File: src/rtl/sh_rf_pkg.sv
// Shared types and constants for the SH2 register-file write scheduler.
// Used by sh_rf_wr_sched and sh_rf_ld_fifo.
package sh_rf_pkg;

    localparam int RF_NREG    = 17;
    localparam int RF_PR_ADDR = 16;

    typedef logic [4:0] rf_addr_t;

    typedef struct packed {
        logic        valid;
        rf_addr_t    addr;
        logic [31:0] data;
    } rf_wr_t;

    // Addresses at or above nreg are not tracked by the load scoreboard.
    function automatic logic addr_tracked(input rf_addr_t a, input int nreg);
        return int'(a) < nreg;
    endfunction

endpackage

File: src/rtl/sh_rf_ld_fifo.sv
// Load-return FIFO with per-entry valid bits, an address-match kill port and
// 'contains address' lookups for the two register read ports.
module sh_rf_ld_fifo
    import sh_rf_pkg::*;
#(
    parameter int DEPTH = 2
) (
    input  logic        clk,
    input  logic        rst_n,
    input  logic        push,
    input  rf_addr_t    push_addr,
    input  logic [31:0] push_data,
    input  logic        pop,
    input  logic        kill_en,
    input  rf_addr_t    kill_addr,
    input  rf_addr_t    ra_addr,
    input  rf_addr_t    rb_addr,
    output rf_wr_t      head,
    output logic [2:0]  count,
    output logic        ra_hit,
    output logic        rb_hit
);

    localparam logic [1:0] LAST = 2'(DEPTH - 1);

    rf_wr_t           mem_reg [DEPTH];
    logic [1:0]       rd_ptr_reg;
    logic [1:0]       wr_ptr_reg;
    logic [2:0]       count_reg;
    logic [DEPTH-1:0] ra_match;
    logic [DEPTH-1:0] rb_match;

    function automatic logic [1:0] ptr_inc(input logic [1:0] p);
        return (p == LAST) ? 2'd0 : p + 2'd1;
    endfunction

    // Popped slots lose their valid bit so lookups never see stale entries.
    always_ff @(posedge clk or negedge rst_n) begin
        if (!rst_n) begin
            for (int i = 0; i < DEPTH; i++) begin
                mem_reg[i] <= '0;
            end
            rd_ptr_reg <= '0;
            wr_ptr_reg <= '0;
            count_reg  <= '0;
        end else begin
            for (int i = 0; i < DEPTH; i++) begin
                if (push && wr_ptr_reg == 2'(i)) begin
                    mem_reg[i] <= '{valid: !(kill_en && push_addr == kill_addr),
                                    addr:  push_addr,
                                    data:  push_data};
                end else if ((pop && rd_ptr_reg == 2'(i)) ||
                             (kill_en && mem_reg[i].addr == kill_addr)) begin
                    mem_reg[i].valid <= 1'b0;
                end
            end
            if (pop) begin
                rd_ptr_reg <= ptr_inc(rd_ptr_reg);
            end
            if (push) begin
                wr_ptr_reg <= ptr_inc(wr_ptr_reg);
            end
            count_reg <= count_reg + 3'(push) - 3'(pop);
        end
    end

    always_comb begin
        head = '0;
        for (int i = 0; i < DEPTH; i++) begin
            if (rd_ptr_reg == 2'(i)) begin
                head = mem_reg[i];
            end
        end
    end

    for (genvar gi = 0; gi < DEPTH; gi++) begin : g_match
        assign ra_match[gi] = mem_reg[gi].valid && (mem_reg[gi].addr == ra_addr);
        assign rb_match[gi] = mem_reg[gi].valid && (mem_reg[gi].addr == rb_addr);
    end

    assign ra_hit = |ra_match;
    assign rb_hit = |rb_match;
    assign count  = count_reg;

endmodule

File: src/rtl/sh_rf_wr_sched.sv
// SH2 register-file write-port scheduler and load scoreboard.
// Optional macro SH_RF_LD_BYPASS_EN: zero-latency load return when the FIFO is empty.
module sh_rf_wr_sched
    import sh_rf_pkg::*;
#(
    parameter int DEPTH = 2,
    parameter int NREG  = RF_NREG
) (
    input  logic        CLK,
    input  logic        RST_N,
    input  logic        CE,
    input  logic        EX_WE,
    input  logic [4:0]  EX_ADDR,
    input  logic [31:0] EX_D,
    input  logic        LD_ISSUE,
    input  logic [4:0]  LD_ISSUE_ADDR,
    input  logic        LD_RET,
    input  logic [4:0]  LD_RET_ADDR,
    input  logic [31:0] LD_RET_D,
    output logic        LD_RDY,
    input  logic [4:0]  RA_ADDR,
    input  logic [4:0]  RB_ADDR,
    output logic        RA_HAZ,
    output logic        RB_HAZ,
    output logic [4:0]  RF_WA_ADDR,
    output logic [31:0] RF_WA_D,
    output logic        RF_WAE
);

    logic [NREG-1:0] busy_reg;
    logic [NREG-1:0] busy_next;
    logic [NREG-1:0] kill_reg;
    logic [NREG-1:0] kill_next;
    rf_addr_t        last_addr_reg;
    logic [31:0]     last_d_reg;

    rf_wr_t      head;
    logic [2:0]  count;
    logic        fifo_empty;
    logic        ld_rdy;
    logic        ret_killed;
    logic        bypass;
    logic        push;
    logic        pop;
    logic        ra_hit;
    logic        rb_hit;
    logic        wae;
    rf_addr_t    wa_addr;
    logic [31:0] wa_d;

    assign fifo_empty = (count == 3'd0);
    assign ld_rdy     = (count < 3'(DEPTH));
    assign ret_killed = addr_tracked(LD_RET_ADDR, NREG) && kill_reg[LD_RET_ADDR];

`ifdef SH_RF_LD_BYPASS_EN
    assign bypass = LD_RET && ld_rdy && !ret_killed && fifo_empty && !EX_WE && CE;
`else
    assign bypass = 1'b0;
`endif

    // A return to a killed register is consumed here and never reaches the FIFO.
    assign push = LD_RET && ld_rdy && !ret_killed && !bypass;
    assign pop  = CE && !EX_WE && !fifo_empty;

    sh_rf_ld_fifo #(
        .DEPTH(DEPTH)
    ) u_fifo (
        .clk      (CLK),
        .rst_n    (RST_N),
        .push     (push),
        .push_addr(LD_RET_ADDR),
        .push_data(LD_RET_D),
        .pop      (pop),
        .kill_en  (CE && EX_WE),
        .kill_addr(EX_ADDR),
        .ra_addr  (RA_ADDR),
        .rb_addr  (RB_ADDR),
        .head     (head),
        .count    (count),
        .ra_hit   (ra_hit),
        .rb_hit   (rb_hit)
    );

    // A new issue overrides a same-cycle return: busy stays set, kill is cleared.
    for (genvar gi = 0; gi < NREG; gi++) begin : g_sb
        logic issue_hit;
        logic ret_hit;
        logic ex_hit;
        assign issue_hit     = CE && LD_ISSUE && (LD_ISSUE_ADDR == 5'(gi));
        assign ret_hit       = LD_RET && (LD_RET_ADDR == 5'(gi));
        assign ex_hit        = CE && EX_WE && (EX_ADDR == 5'(gi));
        assign busy_next[gi] = issue_hit || (busy_reg[gi] && !ret_hit);
        assign kill_next[gi] = !issue_hit && !ret_hit &&
                               (kill_reg[gi] || (ex_hit && busy_reg[gi]));
    end

    always_ff @(posedge CLK or negedge RST_N) begin
        if (!RST_N) begin
            busy_reg <= '0;
            kill_reg <= '0;
        end else begin
            busy_reg <= busy_next;
            kill_reg <= kill_next;
        end
    end

    always_comb begin
        wae     = 1'b0;
        wa_addr = last_addr_reg;
        wa_d    = last_d_reg;
        if (EX_WE) begin
            wae     = 1'b1;
            wa_addr = EX_ADDR;
            wa_d    = EX_D;
        end else if (!fifo_empty && head.valid) begin
            wae     = 1'b1;
            wa_addr = head.addr;
            wa_d    = head.data;
        end else if (bypass) begin
            wae     = 1'b1;
            wa_addr = LD_RET_ADDR;
            wa_d    = LD_RET_D;
        end
    end

    // Address/data hold their last driven value while no write is offered.
    always_ff @(posedge CLK or negedge RST_N) begin
        if (!RST_N) begin
            last_addr_reg <= '0;
            last_d_reg    <= '0;
        end else if (wae) begin
            last_addr_reg <= wa_addr;
            last_d_reg    <= wa_d;
        end
    end

    assign RF_WAE     = wae;
    assign RF_WA_ADDR = wa_addr;
    assign RF_WA_D    = wa_d;
    assign LD_RDY     = ld_rdy;

    assign RA_HAZ = addr_tracked(RA_ADDR, NREG) && (busy_reg[RA_ADDR] || ra_hit) &&
                    !(bypass && RA_ADDR == LD_RET_ADDR);
    assign RB_HAZ = addr_tracked(RB_ADDR, NREG) && (busy_reg[RB_ADDR] || rb_hit) &&
                    !(bypass && RB_ADDR == LD_RET_ADDR);

    ld_ret_when_full: assert property (@(posedge CLK) disable iff (!RST_N)
        LD_RET |-> ld_rdy);

    ld_issue_to_busy: assert property (@(posedge CLK) disable iff (!RST_N)
        (CE && LD_ISSUE && addr_tracked(LD_ISSUE_ADDR, NREG)) |->
        (!busy_reg[LD_ISSUE_ADDR] || (LD_RET && LD_RET_ADDR == LD_ISSUE_ADDR)));

endmodule

File: config.mk
export PLATFORM = sky130hd
export DESIGN_NAME = sh_rf_wr_sched
export DESIGN_NICKNAME = d
export VERILOG_FILES = /design/src/rtl/sh_rf_pkg.sv /design/src/rtl/sh_rf_ld_fifo.sv /design/src/rtl/sh_rf_wr_sched.sv
export SDC_FILE = /design/constraint.sdc
export NUM_CORES = 1
export LEC_CHECK = 0
export CORE_MARGIN = 4
export CORE_UTILIZATION = 23
export CTS_BUF_LIST = sky130_fd_sc_hd__clkbuf_4 sky130_fd_sc_hd__clkbuf_8
export CTS_CLUSTER_DIAMETER = 80
export DETAILED_ROUTE_END_ITERATION = 8
export GPL_TIMING_DRIVEN = 0
export PLACE_DENSITY_LB_ADDON = 0.05
export SLEW_MARGIN = 20
export SYNTH_ARGS = -nofsm -noshare
export SYNTH_HDL_FRONTEND = slang
export SYNTH_HIERARCHICAL = 1
export SYNTH_SLANG_ARGS = --single-unit
File: constraint.sdc
create_clock -name CLK -period 3.6 [get_ports CLK]
set_input_delay 0.72 -clock CLK [delete_from_list [all_inputs] [get_ports CLK]]
set_output_delay 0.72 -clock CLK [all_outputs]
set_load 0.01 [all_outputs]
=== Yosys cells after proc, flatten, opt, wreduce, memory -nomap -nowiden ===
Cells that the tools add are included.

* Register bits: 154
* Input port bits: 95
* Output and inout port bits: 41

* Add/sub/neg operators: 4
* Order comparisons: 7
* Equality and inequality tests: 57
* Muxes and demuxes: 20
* Reduce and logical (&&, ||, !) cells: 226

{| class="wikitable"
|+ Operators with widths
! operator !! number
|-
| 1-bit logical AND || 140
|-
| 5-bit by 4-bit == test with 1-bit output, second input constant || 24
|-
| 38-bit two-way mux || 2
|-
| 32-bit two-way mux || 2
|-
| 5-bit by 3-bit == test with 1-bit output, second input constant || 12
|-
| 1-bit zero test || 38
|-
| 1-bit logical OR || 38
|-
| 5-bit == test || 7
|-
| 5-bit by 2-bit == test with 1-bit output, second input constant || 6
|-
| 5-bit by 6-bit less-than comparator with 1-bit output, second input constant || 3
|-
| 1-bit binary-select mux with 5-bit select || 3
|-
| 5-bit by 1-bit == test with 1-bit output, second input constant || 3
|-
| 5-bit == test, second input constant || 3
|-
| 5-bit zero test || 3
|-
| 5-bit less-than comparator, second input constant || 3
|-
| 5-bit two-way mux || 2
|-
| 1-bit two-way mux || 9
|-
| 2-bit by 1-bit adder with 2-bit output, second input constant || 2
|-
| 2-bit by 1-bit == test with 1-bit output, second input constant || 2
|-
| 2-bit zero test || 2
|-
| 2-bit two-way mux || 2
|-
| 2-bit nonzero test || 2
|-
| 2-bit OR reduction || 2
|-
| 3-bit by 1-bit adder with 3-bit output || 1
|-
| 3 further kinds || 3
|}

=== Depth between registers and ports, before layout ===
Gate-level depths: netlist of the first run.

* Depth after elaboration: 7
* Gate-level depth with buffers: 12

=== Modules after synthesis ===
The synthesis of the first run kept the hierarchy.

{| class="wikitable"
|+ Modules (own cells, without submodules)
! module !! instances !! cells each !! area an instance (um2)
|-
| sh_rf_ld_fifo || 1 || 323 || 4102.7
|-
| sh_rf_wr_sched || 1 || 409 || 3981.3
|}

=== Worst setup path after synthesis of the first run ===
OpenSTA, ideal clock, no wires.

* Kind: in2reg
* Start: input port LD_RET_ADDR[0]
* End: register u_fifo.count_reg[2], in the netlist u_fifo/count[2]
* Setup time: 80 ps
* Arrival: 3118 ps
* Data required time: 3520 ps
* Setup slack: 402 ps
* Stages on the path: 12
* Buffers on the path: 1
* Cell sequence: buf_6 > mux4_2 > mux2i_1 > nor3b_1 > nor3_1 > inv_2 > ha_1 > inv_1 > ha_1 > fa_1 > xnor2_1 > xnor2_1

* Longest elaborated chain between the ends: 7
* Elaborated cells on any way between the ends: 8
* Classes of those cells: 2 x add/sub; 1 x order compare; 2 x mux; 3 x reduce/logical

{| class="wikitable"
|+ Ends and longest elaborated chain
! item !! RTL line !! RTL
|-
| start: declaration || sh_rf_wr_sched.sv:18 || <nowiki>input logic [4:0] LD_RET_ADDR,</nowiki>
|-
| 1-bit binary-select mux with 5-bit select || sh_rf_wr_sched.sv:53 || <nowiki>assign ret_killed = addr_tracked(LD_RET_ADDR, NREG) && kill_reg[LD_RET_ADDR];</nowiki>
|-
| 1-bit two-way mux (not written as such) || sh_rf_wr_sched.sv:53 ||
|-
| 1-bit logical AND (*) || sh_rf_wr_sched.sv:53 ||
|-
| 1-bit zero test (*) || sh_rf_wr_sched.sv:62 || <nowiki>assign push = LD_RET && ld_rdy && !ret_killed && !bypass;</nowiki>
|-
| 1-bit logical AND (*) || sh_rf_wr_sched.sv:62 ||
|-
| net push || sh_rf_wr_sched.sv:43 || <nowiki>logic push;</nowiki>
|-
| 3-bit by 1-bit adder with 3-bit output (*) || sh_rf_ld_fifo.sv:63 || <nowiki>count_reg <= count_reg + 3'(push) - 3'(pop);</nowiki>
|-
| 3-bit by 1-bit subtractor with 3-bit output (*) || sh_rf_ld_fifo.sv:63 ||
|-
| end signal: assignment || sh_rf_ld_fifo.sv:63 ||
|-
| end: declaration || sh_rf_ld_fifo.sv:29 || <nowiki>logic [2:0] count_reg;</nowiki>
|}

Mark *: on every way through the listed nets, which the timed path passes. The rest lies on a longest branch. The select of a mux whose other input is x is not followed.
A chain may end at the register's enable or synchronous reset.

=== Worst setup path in the final report of the first run ===
* Start: input port RB_ADDR[2]
* End: output port RB_HAZ

* Longest elaborated chain between the ends: 5
* Elaborated cells on any way between the ends: 10
* Classes of those cells: 1 x order compare; 2 x eq/ne; 2 x mux; 5 x reduce/logical

{| class="wikitable"
|+ Ends and longest elaborated chain
! item !! RTL line !! RTL
|-
| start: declaration || sh_rf_wr_sched.sv:22 || <nowiki>input logic [4:0] RB_ADDR,</nowiki>
|-
| branches (longest 4 deep; another with 1-bit binary-select mux with 5-bit select) || - ||
|-
| 1-bit logical AND (*) || sh_rf_wr_sched.sv:144 || <nowiki>assign RB_HAZ = addr_tracked(RB_ADDR, NREG) && (busy_reg[RB_ADDR] || rb_hit) &&</nowiki>
|-
| end: declaration || sh_rf_wr_sched.sv:24 || <nowiki>output logic RB_HAZ,</nowiki>
|}

Mark *: on every way between the ends. The select of a mux whose other input is x is not followed.

==> flow_summary.yaml, run 1 <==
pwr:
  p_sw_uw: 2597
  combPwrFrac_pct: 41.6
  leakagePower_uw: 0.004702
  power_density_nw_per_um2: 691.9
  p_int_uw: 4673
  peakVddDrop_uv: 273.0
  pwr-share-seq_pct: 38.7
  clkPwrFrac_pct: 19.7
  switching_share_pct: 35.72
  power.total_uw: 7270
die:
  die_h_um: 195.5
  die-width_um: 195.5
  core_area_um2: 34630
  initial_core_util_pct: 23.35
  rows: 68
  dieArea_um2: 38210
  io_pins: 136
route:
  drc: 0
  routedWlPerCell_um: 20.71
  wirelength_mm: 27.98
  vias: 6250
  dr.pass1.iters: 4
  drt_iter0_drc: 280
  viasPerCell: 4.626
  ant_nets: 0
sta:
  final_max_slew_viol_count: 0
  max_slew_margin_pct: 43.53
  max_freq_ghz: 0.2876
  min_period_over_period_pct: 96.57
  setup-violations-final: 0
  whs_ps: 188.2
  period_minus_slack_ps: 3477
  grt_setup_unrepaired: "yes"
  skew_ps: 20.05
  hold_violations: 0
  worst_slew_pin_slew_ps: 847.0
worst_setup_path:
  cp_cell_sequence: "clkdlybuf4s50_1 -> or3_1 -> a21o_1 -> a32oi_1 -> clkdlybuf4s50_1"
  cp.buffers_inverters: 2
  arrival_ps: 2760
  crit_top_cell: "clkdlybuf4s50_1"
  startpoint: "RB_ADDR[2]"
  critPathMaxFanout: 8
  r2r_cells: 11
  cpMaxStageDelayCell: "clkdlybuf4s50_1"
  endpoint_kind: "primary output"
  regToRegSetupSlack_ps: 760
  r2r_end: "u_fifo/count[2]$_DFF_PN0_"
  worstSetupStartpointType: "primary input"
  endpoint: "RB_HAZ"
  cp_top_family: "buffers and inverters"
  reg2reg_from: "kill_reg[15]$_DFF_PN0_"
  slowest_delay_ps: 610
  cp.required_ps: 2880
  cp.depth: 5
  path_class: "in -> out"
finish:
  largest_reg_flops: 76
  drive_gt1_share_pct: 15.07
  n_fill_cell: 3622
  layout.nets: 983
  area_growth_pct: 29.98
  diodes: 0
place:
  portBuffers: 134
  dp_hpwl_mm: 20.45
  gp_congestion: 0.7638
clocking:
  path_clk_slew_ps: 90
  clockRootBuffer: "clkbuf_8"
  cts.sinks: 154
  cts_buffers: 17
  insertion_delay_ps: 460
  cts_tree: "built"
  clock_tree.buffer_depth: 2
  htreeDepth: 4
global_routing:
  grt_max_degree: 87
  antenna_found_initial: 0
  grt_pass1_wl_mm: 43.13
  grt.total_usage_pct: 14.74
  grt_pass1_vias: 6811
  overflow: 0
logic_synthesis:
  ys_ff_latch: 154
  synthTopCellsByCount: "dfrtp_1, o21ai_0, mux2i_1"
  ys_seq_area_share_pct: 47.67
  synthCells: 732
  syn_area_per_cell_um2: 11.04
  synth_cell_types: 52
  yosysTopAreaCellShare_pct: 47.67
  synth_area_leaders: "dfrtp_1, mux2i_1, mux2_2, o21ai_0, nor2_1"
  synth_area_leader_cell: "dfrtp_1"
  ys.flop_type: "dfrtp_1"
  synth_most_common_cell: "dfrtp_1"
  syn-cell-area_um2: 8084
  syn_nets: 830
  yosysWarningCount: 6
  synth_async_sr_flop_share_pct: 100.0
  synth_edf_count: 0
worst_hold_path:
  min_path_type: "in -> async"
flow_run:
  cap_violations: 0
outcome:
  status: "completed"
## cell type report
| cell class | instances | area [µm²] | share of cell area [%] |
|---|---|---|---|
| clock buffers | 20 | 269.0 | 2.560 |
| clock inverters | 10 | 143.9 | 1.369 |
| well taps | 455 | 569.3 | 5.418 |
| repair buffers | 136 | 1404 | 13.36 |
| inverters | 6 | 22.52 | 0.2143 |
| flip-flops and latches | 154 | 3856 | 36.70 |
| plain buffers | 39 | 257.7 | 2.453 |
| multi-input cells | 531 | 3985 | 37.93 |
## layer usage
metal / global-route usage [%] / up-vias / part of all wire (%)
li1: - / 2960 / -
met1: 20.32 / 3142 / 48
met2: 24.10 / 133 / 48
met3: 2.847 / 15 / 3.4
met4: 3.232 / 0 / 0.88
met5: 0 / - / 0
## kinds of logic after synthesis
kind of cell	Yosys count	share of synthesized area, %
buf+inv	47	3.266
fa+ha+maj	3	0.5571
simple gates	174	10.26
xor+xnor	39	4.225
compound gates	147	10.20
mux	168	23.82
flops	154	47.67
## per-stage QoR
stage	cells	utilization (%)	setup WS, ps	setup TNS [ps]	area [µm²]
finish	1351	30.34	123.4	0	10510
global route	1351	30.34	-23.45	-31.22	10510
CTS	1351	30.20	7.646	0	10460
detailed placement	1322	28.96	-884.0	-39310	10030
global placement	1321	28.86	-5535	-889110	9995
floorplan	732	-	402.3	0	8084
## placed cells by master (no fill, tap or decap), types with 4 or more instances in the layout
cell | synthesis | layout
nor3_1 | 7 | 6
nand2b_1 | 4 | 4
buf_6 | 7 | 6
dfrtp_1 | 154 | 152
xor2_1 | 26 | 26
nand2_1 | 52 | 52
mux2i_1 | 81 | 80
o21ai_0 | 96 | 95
buf_2 | 9 | 10
dlygate4sd2_1 | 0 | 7
mux2_2 | 57 | 57
mux4_2 | 8 | 8
nand3_1 | 7 | 7
buf_4 | 3 | 4
inv_1 | 4 | 4
nor2_1 | 63 | 63
o22ai_1 | 13 | 13
a31oi_1 | 17 | 17
clkbuf_1 | 20 | 16
nor4_1 | 8 | 7
clkdlybuf4s50_1 | 0 | 110
mux2_1 | 19 | 19
nand3b_1 | 5 | 5
xnor2_1 | 13 | 13
dlymetal6s2s_1 | 0 | 14
a21o_1 | 5 | 5
and3_1 | 5 | 5
clkbuf_8 | 0 | 19
## power by group through the flow
stage	registers [µW]	logic [µW]	clock network [µW]
6_report	2810	3030	1430
5_1_grt	2910	3350	1570
4_1_cts	2820	3070	1490
3_5_place_dp	2850	3050	0
3_3_place_gp	2850	3030	0
2_1_floorplan	2680	2030	0
## worst min path at each step
stage,slack (ps),endpoint,cells after the start
after floorplan,420,busy_reg[0]$_DFF_PN0_,0
after global placement,470,u_fifo/mem_reg[68]$_DFFE_PN0P_,1
after CTS,210,u_fifo/mem_reg[24]$_DFFE_PN0P_,1
after detailed placement,480,u_fifo/mem_reg[68]$_DFFE_PN0P_,1
after global routing,200,u_fifo/mem_reg[24]$_DFFE_PN0P_,1
final,190,u_fifo/mem_reg[62]$_DFFE_PN0P_,1
## repair_timing
item / in CTS / in global routing
buffers inserted: 1 / 0
resized for setup: 22 / 23
pin swaps: 1 / 0
hold buffers: 0 / 0
setup endpoints to repair: 75 / 19
(Power assumes the default switching activity.)
==> run 2, diff against run 1 <==
- ABC_CLOCK_PERIOD_IN_PS: default -> 3600
==> results of run 2 <==
Same layout as run 1: the final DEF is identical, and so are final timing and power.
==> run 3, diff against run 2 <==
- ABC_AREA: default -> 1
==> flow_summary.yaml, run 3 <==
outcome:
  status: "completed"
worst_setup_path:
  worstSetupStartpointType: "primary input"
  endpoint_kind: "primary output"
  cp.required_ps: 2880
  r2r_cells: 11
  regToRegSetupSlack_ps: 880
  critPathMaxFanout: 6
  r2r_end: "u_fifo/count[2]$_DFF_PN0_"
  arrival_ps: 2710
  path_class: "in -> out"
  reg2reg_from: "u_fifo/count[1]$_DFF_PN0_"
  endpoint: "RA_HAZ"
  startpoint: "RA_ADDR[2]"
pwr:
  power.total_uw: 7270
  leakagePower_uw: 0.005373
  power_density_nw_per_um2: 660.2
  peakVddDrop_uv: 329.8
global_routing:
  grt.total_usage_pct: 17.03
  grt_pass1_wl_mm: 52.92
  antenna_found_initial: 0
  overflow: 0
  grt_pass1_vias: 8439
  grt_max_degree: 71
clocking:
  clock_tree.buffer_depth: 2
  insertion_delay_ps: 500
  cts_hold_buf: 0
  cts.sinks: 154
  path_clk_slew_ps: 100
  cts_tree: "built"
  cts_buffers: 17
  clockRootBuffer: "clkbuf_8"
  htreeDepth: 4
worst_hold_path:
  min_path_type: "in -> async"
route:
  viasPerCell: 4.670
  wirelength_mm: 33.97
  routedWlPerCell_um: 19.68
  vias: 8061
  ant_nets: 0
  drt_iter0_drc: 449
  dr.pass1.iters: 5
  drc: 0
logic_synthesis:
  synth_area_leaders: "dfrtp_1, nand2_1, nand3_1, inv_1, nor2_1"
  synthCells: 1088
  synth_area_leader_cell: "dfrtp_1"
  syn_area_per_cell_um2: 7.844
  syn_nets: 1186
  ys_ff_latch: 154
  synth_edf_count: 0
  ys.flop_type: "dfrtp_1"
  yosysWarningCount: 6
  synth_most_common_cell: "nand2_1"
  synth_cell_types: 38
  ys_seq_area_share_pct: 45.15
  syn-cell-area_um2: 8534
  synth_async_sr_flop_share_pct: 100.0
  yosysTopAreaCellShare_pct: 45.15
  synthTopCellsByCount: "nand2_1, dfrtp_1, nand3_1"
sta:
  max_slew_margin_pct: 57.61
  min_period_over_period_pct: 95.31
  hold_violations: 0
  final_max_slew_viol_count: 0
  max_freq_ghz: 0.2914
  grt_setup_unrepaired: "no"
  skew_ps: 19.18
  period_minus_slack_ps: 3431
  finalWorstSetupSlack_ps: 168.8
  setup_tns_ps: 0
  setup-violations-final: 0
  worst_slew_pin_slew_ps: 633.5
place:
  dp_hpwl_mm: 25.86
  preCtsSetupSlack_ps: -587.7
  portBuffers: 134
  place_area_um2: 10520
  gp_congestion: 0.8191
die:
  io_pins: 136
  initial_core_util_pct: 23.31
  die-width_um: 200.6
  rows: 70
  dieArea_um2: 40250
  die_h_um: 200.6
  core_area_um2: 36610
finish:
  diodes: 0
  drive_gt1_share_pct: 9.936
  n_fill_cell: 4028
  area_growth_pct: 29.03
  layout.nets: 1343
  largest_reg_flops: 76
  fin_area_um2: 11010
  seq_area_um2: 3855
  multi_input_area_um2: 3864
  final_common_cell: "nand2_1"
  utilization_pct: 30.08
  final_cell_mix: "nand2_1, dfrtp_1, nand3_1"
flow_run:
  cap_violations: 0
==> run 3: cell count changes after synthesis, moves of 32 or more <==
cell / delta
mux2_2: -57
nand3_1: +139
a22o_1: +32
nand4_1: +33
nand2_1: +222
inv_1: +118
mux2i_1: -81
o21ai_0: -59
==> run 3: where the power goes <==
part / switching (µW) / internal [µW] / total, µW
sequential: 375 / 2340 / 2710
combinational: 1860 / 1300 / 3160
clock: 810 / 587 / 1400
total: 3040 / 4220 / 7270
==> run 3: routing by layer <==
layer,share of wire (%),vias up,global-route usage (%),routed length [µm]
met4,0.75,0,3.097,256
met1,49,3927,24.38,16690
met3,3.7,14,3.037,1242
met5,0,-,0,0
li1,-,3963,-,-
met2,46,157,27.30,15780
==> run 3: how the worst min path moves through the flow <==
stage / slack, ps / end / cells past startpoint
floorplan: 420 / busy_reg[0]$_DFF_PN0_ / 0
global placement: 470 / u_fifo/mem_reg[44]$_DFFE_PN0P_ / 2
detailed placement: 470 / u_fifo/mem_reg[13]$_DFFE_PN0P_ / 2
CTS: 100 / busy_reg[9]$_DFF_PN0_ / 1
global route: 100 / busy_reg[9]$_DFF_PN0_ / 1
finish: 110 / busy_reg[9]$_DFF_PN0_ / 1
==> run 3: logic make-up after synthesis <==
family | synth area share (%)
XOR/XNOR | 0.5132
AO/OA/AOI/OAI | 12.90
buffers and inverters | 10.01
flip-flops | 45.15
adder cells (fa/ha/maj) | 0.5277
AND/OR/NAND/NOR | 30.89
==> run 3: final cells by class <==
cell class              count  share of cell area (%)
plain buffers              51                   3.659
clock buffers              18                   2.193
clock inverters            14                   1.432
inverters                 127                   4.329
multi-input cells         756                   35.09
flip-flops and latches    154                   35.01
well taps                 468                   5.318
repair buffers            138                   12.98
==> run 3: critical path, stage by stage <==
cell and delay (ps):
clkdlybuf4s50_1 550, inv_1 130, nor2_1 50, nor3_1 190, nand3_1 100, nand2_1 130, nor2_1 50, o21ai_0 150
nand2_1 70, inv_1 50, clkdlybuf4s50_1 520
==> run 3: timing repair <==
action,in CTS,in global routing
setup endpoints to repair,39,37
pin swaps,5,1
setup buffers,2,0
gates resized for setup,13,9
==> run 3: metrics by stage <==
step	instances	hold slack, ps
global route	1726	102.7
global placement	1690	468.4
detailed placement	1692	471.8
CTS	1726	95.36
floorplan	1088	424.4
finish	1726	108.7
